**src/rtl/axi4_lite_master.sv**
```systemverilog
// Single-outstanding AXI4-Lite master: turns a cmd/rsp handshake into AW/W/B or AR/R
// transactions, with a per-phase timeout so every accepted command yields a response.
module axi4_lite_master #(
    parameter int ADDR_WIDTH = 4,
    parameter int DATA_WIDTH = 32,
    parameter int TIMEOUT    = 16
) (
    input  logic                      clk,
    input  logic                      reset_n,
    input  logic                      cmd_valid,
    output logic                      cmd_ready,
    input  logic                      cmd_write,
    input  logic [ADDR_WIDTH-1:0]     cmd_addr,
    input  logic [DATA_WIDTH-1:0]     cmd_wdata,
    input  logic [DATA_WIDTH/8-1:0]   cmd_wstrb,
    output logic                      rsp_valid,
    output logic [DATA_WIDTH-1:0]     rsp_rdata,
    output logic [1:0]                rsp_resp,
    output logic                      rsp_timeout,
    output logic [ADDR_WIDTH-1:0]     awaddr,
    output logic                      awvalid,
    input  logic                      awready,
    output logic [DATA_WIDTH-1:0]     wdata,
    output logic [DATA_WIDTH/8-1:0]   wstrb,
    output logic                      wvalid,
    input  logic                      wready,
    input  logic [1:0]                bresp,
    input  logic                      bvalid,
    output logic                      bready,
    output logic [ADDR_WIDTH-1:0]     araddr,
    output logic                      arvalid,
    input  logic                      arready,
    input  logic [DATA_WIDTH-1:0]     rdata,
    input  logic [1:0]                rresp,
    input  logic                      rvalid,
    output logic                      rready
);

    localparam int CNT_W = $clog2(TIMEOUT);

    typedef enum logic [2:0] {
        S_IDLE,
        S_WRITE,
        S_WRESP,
        S_READ,
        S_RDATA,
        S_DONE
    } state_t;

    state_t                    state, state_next;
    logic [CNT_W-1:0]          cnt;
    logic                      cmd_ready_q;
    logic                      aw_done, w_done;
    logic [ADDR_WIDTH-1:0]     addr_q;
    logic [DATA_WIDTH-1:0]     wdata_q;
    logic [DATA_WIDTH/8-1:0]   wstrb_q;
    logic [DATA_WIDTH-1:0]     rsp_rdata_q;
    logic [1:0]                rsp_resp_q;
    logic                      rsp_timeout_q;
    logic                      accept;
    logic                      timeout_hit;

    always_ff @(posedge clk or negedge reset_n) begin
        if (!reset_n) state <= S_IDLE;
        else          state <= state_next;
    end

    // Valids/readies decode from registered state only, so none depends on its ready.
    always_comb begin
        state_next  = state;
        accept      = cmd_valid && cmd_ready_q;
        timeout_hit = (cnt == CNT_W'(TIMEOUT - 1));
        awvalid     = 1'b0;
        wvalid      = 1'b0;
        bready      = 1'b0;
        arvalid     = 1'b0;
        rready      = 1'b0;
        rsp_valid   = 1'b0;
        case (state)
            S_IDLE: begin
                if (accept) state_next = cmd_write ? S_WRITE : S_READ;
            end
            S_WRITE: begin
                awvalid = !aw_done;
                wvalid  = !w_done;
                if ((aw_done || awready) && (w_done || wready)) state_next = S_WRESP;
                else if (timeout_hit)                           state_next = S_DONE;
            end
            S_WRESP: begin
                bready = 1'b1;
                if (bvalid || timeout_hit) state_next = S_DONE;
            end
            S_READ: begin
                arvalid = 1'b1;
                if (arready)          state_next = S_RDATA;
                else if (timeout_hit) state_next = S_DONE;
            end
            S_RDATA: begin
                rready = 1'b1;
                if (rvalid || timeout_hit) state_next = S_DONE;
            end
            S_DONE: begin
                rsp_valid  = 1'b1;
                state_next = S_IDLE;
            end
            default: state_next = S_IDLE;
        endcase
    end

    always_ff @(posedge clk or negedge reset_n) begin
        if (!reset_n) begin
            cmd_ready_q   <= 1'b0;
            cnt           <= '0;
            aw_done       <= 1'b0;
            w_done        <= 1'b0;
            addr_q        <= '0;
            wdata_q       <= '0;
            wstrb_q       <= '0;
            rsp_rdata_q   <= '0;
            rsp_resp_q    <= '0;
            rsp_timeout_q <= 1'b0;
        end else begin
            cmd_ready_q <= (state_next == S_IDLE);
            if (state_next != state || state_next == S_IDLE || state_next == S_DONE)
                cnt <= '0;
            else
                cnt <= cnt + CNT_W'(1);

            // Timeout response is loaded first; a completing handshake overrides it.
            if (state_next == S_DONE && state != S_DONE) begin
                rsp_rdata_q   <= '0;
                rsp_resp_q    <= 2'b10;
                rsp_timeout_q <= 1'b1;
            end

            case (state)
                S_IDLE: begin
                    if (accept) begin
                        addr_q  <= cmd_addr;
                        wdata_q <= cmd_wdata;
                        wstrb_q <= cmd_wstrb;
                        aw_done <= 1'b0;
                        w_done  <= 1'b0;
                    end
                end
                S_WRITE: begin
                    if (awready) aw_done <= 1'b1;
                    if (wready)  w_done  <= 1'b1;
                end
                S_WRESP: begin
                    if (bvalid) begin
                        rsp_rdata_q   <= '0;
                        rsp_resp_q    <= bresp;
                        rsp_timeout_q <= 1'b0;
                    end
                end
                S_RDATA: begin
                    if (rvalid) begin
                        rsp_rdata_q   <= rdata;
                        rsp_resp_q    <= rresp;
                        rsp_timeout_q <= 1'b0;
                    end
                end
                default: ;
            endcase
        end
    end

    assign cmd_ready   = cmd_ready_q;
    assign awaddr      = addr_q;
    assign araddr      = addr_q;
    assign wdata       = wdata_q;
    assign wstrb       = wstrb_q;
    assign rsp_rdata   = rsp_rdata_q;
    assign rsp_resp    = rsp_resp_q;
    assign rsp_timeout = rsp_timeout_q;

endmodule

```
**config.mk**
```make
export PLATFORM = sky130hd
export DESIGN_NAME = axi4_lite_master
export DESIGN_NICKNAME = d
export VERILOG_FILES = /design/src/rtl/axi4_lite_master.sv
export SDC_FILE = /design/constraint.sdc
export NUM_CORES = 1
export LEC_CHECK = 0
export ABC_AREA = 0
export BUFFER_PORTS_ARGS = -buffer_cell sky130_fd_sc_hd__buf_2
export CAP_MARGIN = 20
export CORE_AREA = 2 2 88 90
export DETAILED_ROUTE_END_ITERATION = 12
export DIE_AREA = 0 0 90 92
export PLACE_DENSITY = 0.82
export SLEW_MARGIN = 40
export SYNTH_ARGS = -nofsm -noshare
export SYNTH_HDL_FRONTEND = slang
export SYNTH_SLANG_ARGS = --single-unit
```
**constraint.sdc**
```tcl
create_clock -name clk -period 4.1 [get_ports clk]
set_input_delay 0.615 -clock clk [delete_from_list [all_inputs] [get_ports clk]]
set_output_delay 0.615 -clock clk [all_outputs]
set_load 0.01 [all_outputs]
```
Word-level counts from Yosys, hierarchy flattened
Index checks and enable logic that the tools add are counted.
W data, S select, Z words.
- flip-flop bits (word level): 85
- output and inout port bits: 86
- equal/unequal tests: 12
- multiplexer cells: 32
- reductions and logical operators: 17
- add/subtract/negate cells: 1
- operators by type and width (cell ; count):
    $mux W32 ; 3
    $pmux W32 S2 ; 1
    $mux W3 ; 6
    $pmux W3 S5 ; 1
    $mux W1 ; 12
    $eq A3 B3 Y1 const B ; 3
    $mux W2 ; 4
    $eq A3 B2 Y1 const B ; 2
    $logic_not A3 Y1 ; 2
    $logic_or A1 B1 Y1 ; 6
    $ne A2 B2 Y1 const B ; 3
    $pmux W1 S2 ; 3
    $reduce_and A3 Y1 ; 2
    $add A4 B1 Y4 const B ; 1
    $eq A4 B4 Y1 const B ; 1
    $mux W4 ; 1
    $pmux W2 S2 ; 1
    $eq A3 B1 Y1 const B ; 1
    $logic_and A1 B1 Y1 ; 3
    $ne A3 B3 Y1 ; 1
    $ne A3 B3 Y1 const B ; 1
    $logic_not A1 Y1 ; 2
    $reduce_and A2 Y1 ; 1
    $reduce_bool A2 Y1 ; 1

Depth between registers and ports, before layout
- depth after elaboration: 9
- gate-level depth with buffers: 6
- gate-level depth less buffers: 5

Worst setup path after synthesis
Ideal clock, no wire load.
- path kind: reg2reg
- start point: register cnt[0]
- end point: register rsp_resp_q[0], in the netlist rsp_resp[0]
- library setup time: 65 ps
- stages on the path, launching flop included: 7
- path slack: 2170 ps
- clock period less this slack: 1930 ps
- data arrival time: 1865 ps
- path through: dfrtp_1 > ha_1 > and3_1 > o311a_4 > o32ai_4 > buf_6 > a31o_1
- longest elaborated chain between the ends: 9
- elaborated cells between the ends (all ways): 15
- those cells by class: eq/ne (2); mux (10); reduce/logical (3)
- RTL lines (item ; line ; source):
    from (decl) ; 51 ; logic [CNT_W-1:0] cnt;
    from (signal assigned) ; 127 ; cnt <= cnt + CNT_W'(1);
    $eq A4 B4 Y1 * ; 72 ; timeout_hit = (cnt == CNT_W'(TIMEOUT - 1));
    $mux W3, or another cell as far along ; 87, 96 ;
    $mux W3 (on tied branches) ; -- ;
    $pmux W3 S5 * ; 79 ; case (state)
    $eq A3 B3 Y1 * ; 130 ; if (state_next == S_DONE && state != S_DONE) begin
    $logic_and A1 B1 Y1 * ; 130 ;
    $mux W2 * ; 130 ;
    $mux W2 (on tied branches) ; 158, 151 ;
    $pmux W2 S2 * ; 136 ; case (state)
    to (signal assigned) ; 153 ; rsp_resp_q <= bresp;
    to (signal assigned) ; 160 ; rsp_resp_q <= rresp;
    to (decl) ; 58 ; logic [1:0] rsp_resp_q;
Every way passes the cells marked *; elsewhere a longest branch is shown, timed or not.
A chain may end at the register's enable or synchronous reset.

Worst setup path after layout
- start point: register state[2]
- end point: output port rready
- longest elaborated chain between the ends: 2
- RTL lines (item ; line ; source):
    from (decl) ; 50 ; state_t state, state_next;
    from (signal assigned) ; 65 ; else state <= state_next;
    $eq A3 B3 Y1 ; 79 ;
    $mux W1 ; 79 ;
    to (decl) ; 36 ; output logic rready
Every way passes these cells.

==> results.cfg <==
[die]
ios = 171
dieArea_mm2 = 0.00828
start_util_pct = 46.6
die_y_um = 92
core_area_mm2 = 0.00745
rows = 32
die_w_um = 90

[clock_network]
holdBufCountCts = 0
clock_latency_ns = 0.35
cts_resized = 0
cts-root-buf = clkbuf_8
cts_tree = built
clock_path_buffers = 2
numClockSinks = 85
clk_pin_slew_ns = 0.09
cts_setup_buffers = 0
numCtsBuffers = 9
htree_levels = 3

[timing]
setup_viol = 0
relSlewSlack_pct = 57.3
max_freq_ghz = 0.436
hold_violations = 0
drv_slew = 0
hold-worst-slack_ns = 0.296
fin_crit_sh_pct = 55.9
tightest_slew_ns = 0.641
period_minus_slack_ns = 2.29
clock_skew_ns = 0.00902
fin_setup_tns_ns = 0
rsz0062_at_grt = no

[synth]
synth_cells = 243
synth_xor_area_share_pct = 0.504
synth_top_family_by_area = compound AO/OA/AOI/OAI gates
synth_area_leaders = dfrtp_1 61%, mux2_1 13%, a22o_1 8.1%
synth.mux.area_fraction_pct = 13.3
ys_seq_area_share_pct = 61.2
synth_compound_area_share_pct = 15.5
synthTopCellsByCount = 85 x dfrtp_1, 40 x mux2_1, 32 x a22o_1
synth_adder_area_share_pct = 0.360
synth_most_common_cell = dfrtp_1
avgSynthCellArea_um2 = 14.3
synth_edf_count = 0
ys_warn_count = 0
synthSimpleGateAreaFrac_pct = 5.40
synth_top_area_cell = dfrtp_1
synth_ff_type = dfrtp_1
synth_top_area_share_pct = 61.2
synth-seq-cells = 85
syn_nets = 329
syn_area_mm2 = 0.00347
yosysUniqueCellTypes = 47
async_reset_ff_share_pct = 100

[cells_and_area]
instances_no_fill = 515
final_layout_size_suffix_gt1_share_pct = 47.7
layout.nets = 494
syn_to_final_growth_pct = 30.8
utilization_pct = 61.0
fillers = 630
antenna_cells = 0

[routing]
routed_via_density = 5.12
drt_iter0_drc = 84
wl_mm = 7.62
ant_nets = 0
dr.pass1.iters = 4
drc_errors = 0
wl_per_cell_um = 14.8
via_count = 2637

[global_route]
antenna_found_initial = 0
grt_max_degree = 86
grtUsageTotal_pct = 18.9
grt_pass1_wl_mm = 12.4
first_global_vias = 2608
grt-ovfl-total = 0

[critical_path]
critPathCaptureType = primary output
cp.required_ns = 3.48
cp_num_buf_inv = 1
critical_path.top_delay_family = flip-flops
max_stage_delay_ns = 0.67
cp_max_fo = 15
slowest_stage = dfrtp_1
cp.arrival_ns = 1.68
cp_cell_sequence = nor3b_2 > buf_2
startpoint_type = flip-flop
crit_type = reg2out

[hold_path]
hold_class = in2async

[placement]
gp_congestion = 0.761
hpwl_mm = 5.62
placed_cells = 499
io_buffers = 170

[pwr]
p_leak_nw = 2.33
ir_drop_uv = 351
power.density_mw_per_mm2 = 736

[run]
max_cap_viol_count = 0

[outcome]
status = complete, no violations
## through the flow
| step | setup WS [ns] | power, mW | cell area (µm²) |
|---|---|---|---|
| 2_1_floorplan | 2.17 | 2.31 | 3470 |
| 3_3_place_gp | 1.80 | 2.79 | 4360 |
| 3_5_place_dp | 1.91 | 2.85 | 4360 |
| 4_1_cts | 1.83 | 3.39 | 4540 |
| 5_1_grt | 1.69 | 3.59 | 4540 |
| 6_report | 1.81 | 3.35 | 4540 |
## final cells by class
type	count	area (µm²)	area share, %
flip-flops and latches	85	2130	46.8
multi-input cells	136	1220	26.8
repair buffers	172	875	19.2
well taps	102	128	2.81
clock buffers	9	124	2.73
clock inverters	7	57.6	1.27
inverters	4	15.0	0.330
## path summary, 6_finish.rpt
| path | depth (start not counted) | slack, ns | end | startpoint |
|---|---|---|---|---|
| setup / recovery | 2 | 1.81 | rready | state[2] |
| hold / removal | 1 | 0.30 | wdata[31] | reset_n |
| setup reg to reg | 6 | 1.91 | rsp_rdata[10] | cnt[0] |
| hold reg to reg | 1 | 0.48 | cnt[0] | cnt[0] |
| max in group asynchronous | 1 | 3.35 | rsp_rdata[20] | reset_n |
| min in group clk | 2 | 0.47 | rsp_rdata[28] | rdata[28] |
## state kept, by name (all words and copies together), names as in the netlist
name	flops
araddr	4
aw_done	1
cmd_ready	1
cnt	4
rsp_rdata	32
rsp_resp	2
rsp_timeout	1
state	3
w_done	1
wdata	32
wstrb	4
## routing by layer
layer | share of wire, % | vias up | global-route usage, %
met1 | 44 | 1285 | 24.5
met4 | 1.8 | 0 | 7.56
li1 | - | 1232 | -
met3 | 6.1 | 12 | 5.01
met2 | 48 | 108 | 30.4
met5 | 0 | - | 0
## cell usage in the layout, fill, tap and decap left out, types with 3 or more instances in the layout
cell | Yosys | final
buf_2 | 6 | 169
dfrtp_1 | 85 | 85
mux2_1 | 40 | 40
a22o_1 | 32 | 32
clkbuf_8 | 0 | 10
nor2_1 | 6 | 6
nor3_1 | 6 | 6
a21oi_1 | 5 | 5
inv_1 | 3 | 3
nand2_1 | 3 | 3
o21ai_0 | 3 | 3
clkinvlp_4 | 0 | 3
## cell families (layout without fill, tap and decap cells)
kind of cell,after synthesis,in the layout
AOI/OAI and AO/OA,62,62
xor gates and xnor gates,2,2
buffers and inverters,22,192
muxes,41,41
and+or+nand+nor,30,30
DFF,85,85
adders and majority gates,1,1
## power by group
| group | leakage (nW) | switching [mW] | internal, mW |
|---|---|---|---|
| sequential | 1.06 | 0.239 | 1.22 |
| combinational | 1.20 | 0.689 | 0.670 |
| clock | 0.0824 | 0.306 | 0.226 |
Note: power is estimated with default switching activity, not from simulation.
